<file path="src/rtl/seg7_mux_n.sv">
// Multiplexed 7-segment driver: scans DIGITS digits, per-digit blink and decimal point,
// 16-level PWM brightness with one-cycle dead time between digit slots.
module seg7_mux_n #(
    parameter int DIGITS       = 4,
    parameter int DIV_LOG2     = 16,
    parameter int BLINK_FRAMES = 64
) (
    input  logic                  clk_i,
    input  logic                  rst_i,
    input  logic [5*DIGITS-1:0]   dig_i,
    input  logic [DIGITS-1:0]     dp_i,
    input  logic [DIGITS-1:0]     blink_i,
    input  logic [3:0]            bright_i,
    input  logic                  en_i,
    output logic [DIGITS-1:0]     disp_o,
    output logic [7:0]            seg_o,
    output logic                  frame_o
);

    localparam int IDX_W = $clog2(DIGITS);
    localparam int FC_W  = 10;
    localparam logic [IDX_W-1:0] IDX_LAST = IDX_W'(DIGITS - 1);
    localparam logic [FC_W-1:0]  FC_LAST  = FC_W'(BLINK_FRAMES - 1);

    logic [DIV_LOG2-1:0] cnt_q, cnt_d;
    logic [IDX_W-1:0]    idx_q, idx_d;
    logic [FC_W-1:0]     fcnt_q, fcnt_d;
    logic                blink_q, blink_d;
    logic                frame_q, frame_d;
    logic [DIGITS-1:0]   disp_q, disp_d;
    logic [7:0]          seg_q, seg_d;

    logic                tick;
    logic [3:0]          phase;
    logic [4:0]          code;
    logic                dp_sel;
    logic                blink_sel;
    logic [DIGITS-1:0]   onehot;
    logic [6:0]          glyph;
    logic                lit;

    always_comb begin
        tick  = &cnt_q;
        cnt_d = cnt_q + 1'b1;

        idx_d = idx_q;
        if (tick) begin
            idx_d = (idx_q == IDX_LAST) ? '0 : idx_q + 1'b1;
        end
        frame_d = tick && (idx_q == IDX_LAST);

        // Blink timebase advances on the registered frame pulse, so it keeps running with en_i low.
        fcnt_d  = fcnt_q;
        blink_d = blink_q;
        if (frame_q) begin
            if (fcnt_q == FC_LAST) begin
                fcnt_d  = '0;
                blink_d = ~blink_q;
            end else begin
                fcnt_d = fcnt_q + 1'b1;
            end
        end
    end

    always_comb begin
        code      = '0;
        dp_sel    = 1'b0;
        blink_sel = 1'b0;
        onehot    = '0;
        for (int i = 0; i < DIGITS; i++) begin
            if (idx_q == IDX_W'(i)) begin
                code      = dig_i[5*i +: 5];
                dp_sel    = dp_i[i];
                blink_sel = blink_i[i];
                onehot[i] = 1'b1;
            end
        end

        // Active-low, bit order g..a.
        case (code)
            5'h00:   glyph = 7'b1000000;
            5'h01:   glyph = 7'b1111001;
            5'h02:   glyph = 7'b0100100;
            5'h03:   glyph = 7'b0110000;
            5'h04:   glyph = 7'b0011001;
            5'h05:   glyph = 7'b0010010;
            5'h06:   glyph = 7'b0000010;
            5'h07:   glyph = 7'b1111000;
            5'h08:   glyph = 7'b0000000;
            5'h09:   glyph = 7'b0010000;
            5'h0A:   glyph = 7'b0001000;
            5'h0B:   glyph = 7'b0000011;
            5'h0C:   glyph = 7'b1000110;
            5'h0D:   glyph = 7'b0100001;
            5'h0E:   glyph = 7'b0000110;
            5'h0F:   glyph = 7'b0001110;
            5'h11:   glyph = 7'b0111111;
            default: glyph = 7'b1111111;
        endcase

        phase  = cnt_q[DIV_LOG2-1 -: 4];
        lit    = en_i && (phase <= bright_i) && (cnt_q != '0) && !(blink_sel && blink_q);
        disp_d = lit ? onehot : '0;
        seg_d  = lit ? {~dp_sel, glyph} : 8'hFF;
    end

    always_ff @(posedge clk_i) begin
        if (rst_i) begin
            cnt_q   <= '0;
            idx_q   <= '0;
            fcnt_q  <= '0;
            blink_q <= 1'b0;
            frame_q <= 1'b0;
            disp_q  <= '0;
            seg_q   <= 8'hFF;
        end else begin
            cnt_q   <= cnt_d;
            idx_q   <= idx_d;
            fcnt_q  <= fcnt_d;
            blink_q <= blink_d;
            frame_q <= frame_d;
            disp_q  <= disp_d;
            seg_q   <= seg_d;
        end
    end

    assign disp_o  = disp_q;
    assign seg_o   = seg_q;
    assign frame_o = frame_q;

endmodule

</file>
<file path="config.mk">
export PLATFORM = sky130hd
export DESIGN_NAME = seg7_mux_n
export DESIGN_NICKNAME = d
export VERILOG_FILES = /design/src/rtl/seg7_mux_n.sv
export SDC_FILE = /design/constraint.sdc
export NUM_CORES = 1
export LEC_CHECK = 0
export CAP_MARGIN = 40
export CORE_MARGIN = 5
export CORE_UTILIZATION = 46
export CTS_CLUSTER_DIAMETER = 40
export CTS_CLUSTER_SIZE = 30
export DETAILED_ROUTE_END_ITERATION = 8
export PLACE_DENSITY = 0.76
export SLEW_MARGIN = 20
export SYNTH_ARGS = -nofsm -noshare
export SYNTH_HDL_FRONTEND = slang
export SYNTH_SLANG_ARGS = --single-unit
</file>
<file path="constraint.sdc">
create_clock -name clk_i -period 2.2 [get_ports clk_i]
set_input_delay 0.44 -clock clk_i [delete_from_list [all_inputs] [get_ports clk_i]]
set_output_delay 0.44 -clock clk_i [all_outputs]
set_load 0.01 [all_outputs]
</file>
[Word-level counts from Yosys, hierarchy flattened]
Memories as Yosys holds them, arrays and structs flattened. A register that Yosys moved wholly into a read port is not among the register bits.
Cells that the tools add are included.
Storage, ports and cells
  register bits after elaboration: 42
  memory bits (read-only): 224
  output and inout port bits: 13
  memories: 1
Memory list
  (no name shown): words 32, bits a word 7, read ports 1, clocked after Yosys merged registers in 1, write ports 0, RTL line 80  | case (code)
Cells by class
  add/sub/neg operators: 3
  order comparisons: 1
  equality and inequality tests: 4
  muxes and demuxes: 18
  bitwise gates (word level): 3
  reduce and logical (&&, ||, !) cells: 11
Operator list (count)
  5-bit two-way mux: 4
  16-bit by 1-bit adder with 16-bit output (second input constant): 1
  16-bit AND reduction: 1
  16-bit nonzero test: 1
  1-bit two-way mux: 12
  10-bit by 1-bit adder with 10-bit output (second input constant): 1
  10-bit by 6-bit == test with 1-bit output (second input constant): 1
  10-bit two-way mux: 1
  1-bit logical AND: 5
  2-bit == test (second input constant): 2
  4-bit <= comparator: 1
  1-bit NOT: 3
  2-bit by 1-bit adder with 2-bit output (second input constant): 1
  2-bit by 1-bit == test with 1-bit output (second input constant): 1
  2-bit zero test: 1
  2-bit two-way mux: 1
  2-bit AND reduction: 1
  2-bit OR reduction: 1
  1-bit zero test: 1

[Depth between registers and ports, before layout]
  word-level depth: 10
  depth in mapped cells: 11
  mapped depth without buffers: 10

[Least setup slack after synthesis]
OpenSTA, ideal clock, no wires.
  path type: register -> register
  start: register idx_q[1]
  end: register seg_q[6] (netlist: seg_o[6])
  library setup time: 138 ps
  arrival: 2202 ps
  required time: 2062 ps
  slack: -139 ps
  cell stages (with the launch flop): 11
  buffers on the path: 1
  period minus slack after synthesis: 2339 ps
  cells stage by stage: dfxtp_1 > inv_1 > ha_1 > buf_2 > nand3b_1 > a211oi_1 > inv_1 > ha_1 > and3_4 > a2111oi_4 > o31ai_1
On the way
  word-level cells in the longest chain between the ends: 10
  elaborated cells between the ends (all ways): 17
  classes of those cells: eq/ne: 3; mux: 8; bitwise: 1; reduce/logical: 5
RTL lines
  start: declaration: RTL line 26  | logic [IDX_W-1:0] idx_q, idx_d;
  start signal: assignment: RTL line 118  | idx_q <= idx_d;
  2-bit zero test: RTL line 71  | if (idx_q == IDX_W'(i)) begin
  1-bit two-way mux (4 in a row): RTL line 71
  1-bit logical AND: RTL line 102  | lit = en_i && (phase <= bright_i) && (cnt_q != '0) && !(blink_sel && blink_q);
  1-bit zero test: RTL line 102
  1-bit logical AND: RTL line 102
  1-bit NOT (no source line)
  2-bit OR reduction (no source line)
  end: declaration: RTL line 31  | logic [7:0] seg_q, seg_d;
Parallel ways exist; a longest one is shown, timed or not.
A chain may end at the register's enable or synchronous reset.

[Worst setup path after layout]
  start: register idx_q[0]
  end: register seg_q[6] (netlist: seg_o[6])
Same word-level chain as after synthesis.

==> reports/metrics.cfg <==
[drt]
route.detailed.drc=0
first_iter_violations=131
route.final.wire_length_mm=5.14
detailroute.via_count=2009
routed_wire_length_per_instance_um=13.1
drt-vias-per-instance=5.13
drtPass1Iterations=4
detail-route-antenna-nets=0

[run_status]
run_status=finished clean

[cells_and_area]
layout_cell_share_with_drive_strength_beyond_1=0.166
layout.filler_cells=432
final_cells=392
area_growth_syn_to_layout_pct=36.0
layout_common_cells=47 x sky130_fd_sc_hd__clkdlybuf4s50_1, 40 x sky130_fd_sc_hd__dfxtp_1, 31 x sky130_fd_sc_hd__nor2_1
most_common_cell_after_layout_fill_and_taps_aside=sky130_fd_sc_hd__clkdlybuf4s50_1
antennaDiodeCount=0
final_net_count=376
design_area_mm2=0.00308

[critical_path]
critical_path_arrival_ns=2.29
path_max_fanout=8
startpoint_type=register
worst_ep_required_time_ns=2.38
critical_path.max_stage_delay_ns=0.39
crit_path_top_delay_cell=sky130_fd_sc_hd__a221o_2
worstSetupPathType=register to register
worst_setup_path_end_kind=register
cp_cell_sequence=inv_1 -> ha_1 -> or2_4 -> buf_4 -> a221o_2 -> and3_4 -> a2111oi_4 -> o31ai_1

[timing]
finalSetupTns_ns=0
final.min_clock_period_ns=2.11
finalClockSkew_ns=0.00605
final_hold_viol_count=0
unrepaired_setup_endpoints_after_global_routing=yes
fin_crit_share=0.960
timing.final.setup_violations=0
finalHoldWorstSlack_ns=0.462
max_slew_violation_count=0
fmax_mhz=473
slew_at_the_pin_with_the_worst_max_slew_slack_ns=0.425
max_slew_margin_vs_limit=0.715
setup_slack_ns=0.0877

[grt]
grt_pass1_vias=1892
grt-ovfl-total=0
grt_start_max_net_pins=25
grt_antenna_before_repair=0
grt_use_total=0.171
first_pass_grt_wire_length_mm=8.57

[synthesis]
post_synth_top_flop=sky130_fd_sc_hd__dfxtp_1
synth_cell_types=50
post_synth_inst_count=255
synth-seq-area-share=0.371
synth_warnings=0
postSynthAreaPerCell_um2=8.88
mapped_nets=307
synth_async_sr_flop_share=0
synthesis.area_mm2=0.00226
synth-seq-cells=42
synth_enable_flop_cells=0

[place]
post_dp_cell_area_mm2=0.00295
hpwlAfterDp_mm=4.01
preCtsSetupSlack_ns=-0.323
gpl.final_weighted_congestion=0.859
place.detailed.instances=383
io_buffers=47

[cts]
cts_sinks=42
clk_root_buffer_cell=sky130_fd_sc_hd__clkbuf_8
htreeDepth=2
worst_path_clk_slew_ns=0.08
ctsHoldBuffers=0
ctsLongestPathBuffers=2
clock_latency_late_sink_ns=0.30
cts_inserted_buffers=5
clock_tree_from_tritoncts=done

[floorplan]
core_area_mm2=0.00475
fp.dieH_um=80.2
initial_utilization=0.476
fp.dieW_um=80.2
pin_count=48
area_of_the_die_mm2=0.00643
floorplan.rows=25

[pwr]
p_clk_frac=0.347
switching_share=0.233
sequentialPowerShare=0.524
combinationalPowerShare=0.129
p_int_mw=1.14
static-leakage-power_nw=1.17
power.density_cell_area_mw_per_mm2=481
vdd_ir_drop_max_mv=0.312
total_net_switching_power_mw=0.345

[hold_path]
hold_path.class=register to register

[run]
maxCapViolations=0

==> synthesized netlist by cell type, types with 3 or more instances <==
library cell | instances | area share
sky130_fd_sc_hd__a211oi_1 | 7 | 0.023
sky130_fd_sc_hd__a21oi_1 | 7 | 0.015
sky130_fd_sc_hd__a221oi_1 | 4 | 0.015
sky130_fd_sc_hd__and2_1 | 3 | 0.0083
sky130_fd_sc_hd__buf_2 | 3 | 0.0066
sky130_fd_sc_hd__clkbuf_1 | 4 | 0.0066
sky130_fd_sc_hd__dfxtp_1 | 42 | 0.37
sky130_fd_sc_hd__ha_1 | 17 | 0.094
sky130_fd_sc_hd__inv_1 | 15 | 0.025
sky130_fd_sc_hd__mux2i_1 | 3 | 0.013
sky130_fd_sc_hd__nand2_1 | 14 | 0.023
sky130_fd_sc_hd__nand3_1 | 14 | 0.031
sky130_fd_sc_hd__nand3b_1 | 3 | 0.0099
sky130_fd_sc_hd__nand4_1 | 5 | 0.014
sky130_fd_sc_hd__nor2_1 | 33 | 0.055
sky130_fd_sc_hd__nor2b_1 | 4 | 0.011
sky130_fd_sc_hd__nor3_1 | 6 | 0.013
sky130_fd_sc_hd__nor3b_1 | 3 | 0.0099
sky130_fd_sc_hd__nor4_1 | 4 | 0.011
sky130_fd_sc_hd__o21ai_0 | 3 | 0.0066
sky130_fd_sc_hd__o21ai_1 | 3 | 0.0066
sky130_fd_sc_hd__o221ai_1 | 3 | 0.012
sky130_fd_sc_hd__o22ai_1 | 3 | 0.0083
sky130_fd_sc_hd__or3_1 | 4 | 0.011
sky130_fd_sc_hd__xnor2_1 | 9 | 0.035
sky130_fd_sc_hd__xor2_1 | 12 | 0.046
==> kinds of logic (layout without fill, tap and decap cells) <==
group	after synthesis	in the layout	share of synthesized area
AOI/OAI and AO/OA	40	40	0.136
adders and majority gates	17	17	0.0939
and+or+nand+nor	109	109	0.261
buffers and inverters	23	93	0.0431
DFF	42	42	0.371
xor gates and xnor gates	21	21	0.0812
muxes	3	3	0.0133
==> power by group through the flow <==
stage	Sequential (mW)	Clock [mW]	Combinational [mW]
after CTS	0.776	0.528	0.190
after global placement	0.794	0	0.186
after global routing	0.778	0.566	0.209
after floorplan	0.797	0	0.0792
after detailed placement	0.794	0	0.186
final	0.776	0.515	0.191
==> repair_timing <==
item                                   4_1_cts  5_1_grt
endpoints found under the hold margin        0        0
pin swaps                                    2        3
resized for setup                            5        8
setup endpoints to repair                    3        7
buffers inserted                             1        0
==> area by class of cell <==
| cell class | count | area [µm²] | area share |
|---|---|---|---|
| clock buffers | 7 | 86.3 | 0.0280 |
| clock inverters | 1 | 5.00 | 0.00162 |
| inverters | 15 | 56.3 | 0.0183 |
| multi-input cells | 190 | 1360 | 0.442 |
| flip-flops and latches | 42 | 843 | 0.274 |
| well taps | 67 | 83.8 | 0.0272 |
| repair buffers | 70 | 643 | 0.209 |
==> critical path: cells and delay by family (launching register included) <==
family,cells,cell delay [ns]
flip-flops,1,0.36
AND/OR/NAND/NOR,2,0.46
buffers and inverters,2,0.20
adder cells (fa/ha/maj),1,0.20
AO/OA/AOI/OAI,3,0.77
==> per-stage QoR <==
step                total power, mW   util
finish                         1.48  0.648
floorplan                     0.876      -
CTS                            1.49  0.645
global route                   1.55  0.648
global placement              0.980  0.621
detailed placement            0.981  0.621
==> path summary, 6_finish.rpt <==
check	from	cells after the start	slack [ns]	end
max reg2reg	idx_q[0]	8	0.09	seg_o[6]
min reg2reg	cnt_q[0]	1	0.46	cnt_q[0]
min	cnt_q[0]	1	0.46	cnt_q[0]
max	idx_q[0]	8	0.09	seg_o[6]
==> flip-flops by register name, indices dropped and copies added (netlist names) <==
name,flops
blink_q,1
fcnt_q,10
frame_o,1
idx_q,2
disp_o,4
seg_o,8
cnt_q,16
==> routing by layer <==
layer  wire length (µm)  track usage  up-vias
met5                  0            0        -
met4                 78       0.0726        0
met3                367       0.0482        8
met2               2210        0.248       57
li1                   -            -     1036
met1               2480        0.235      908
No activity file was read; power rests on OpenSTA's default activity.
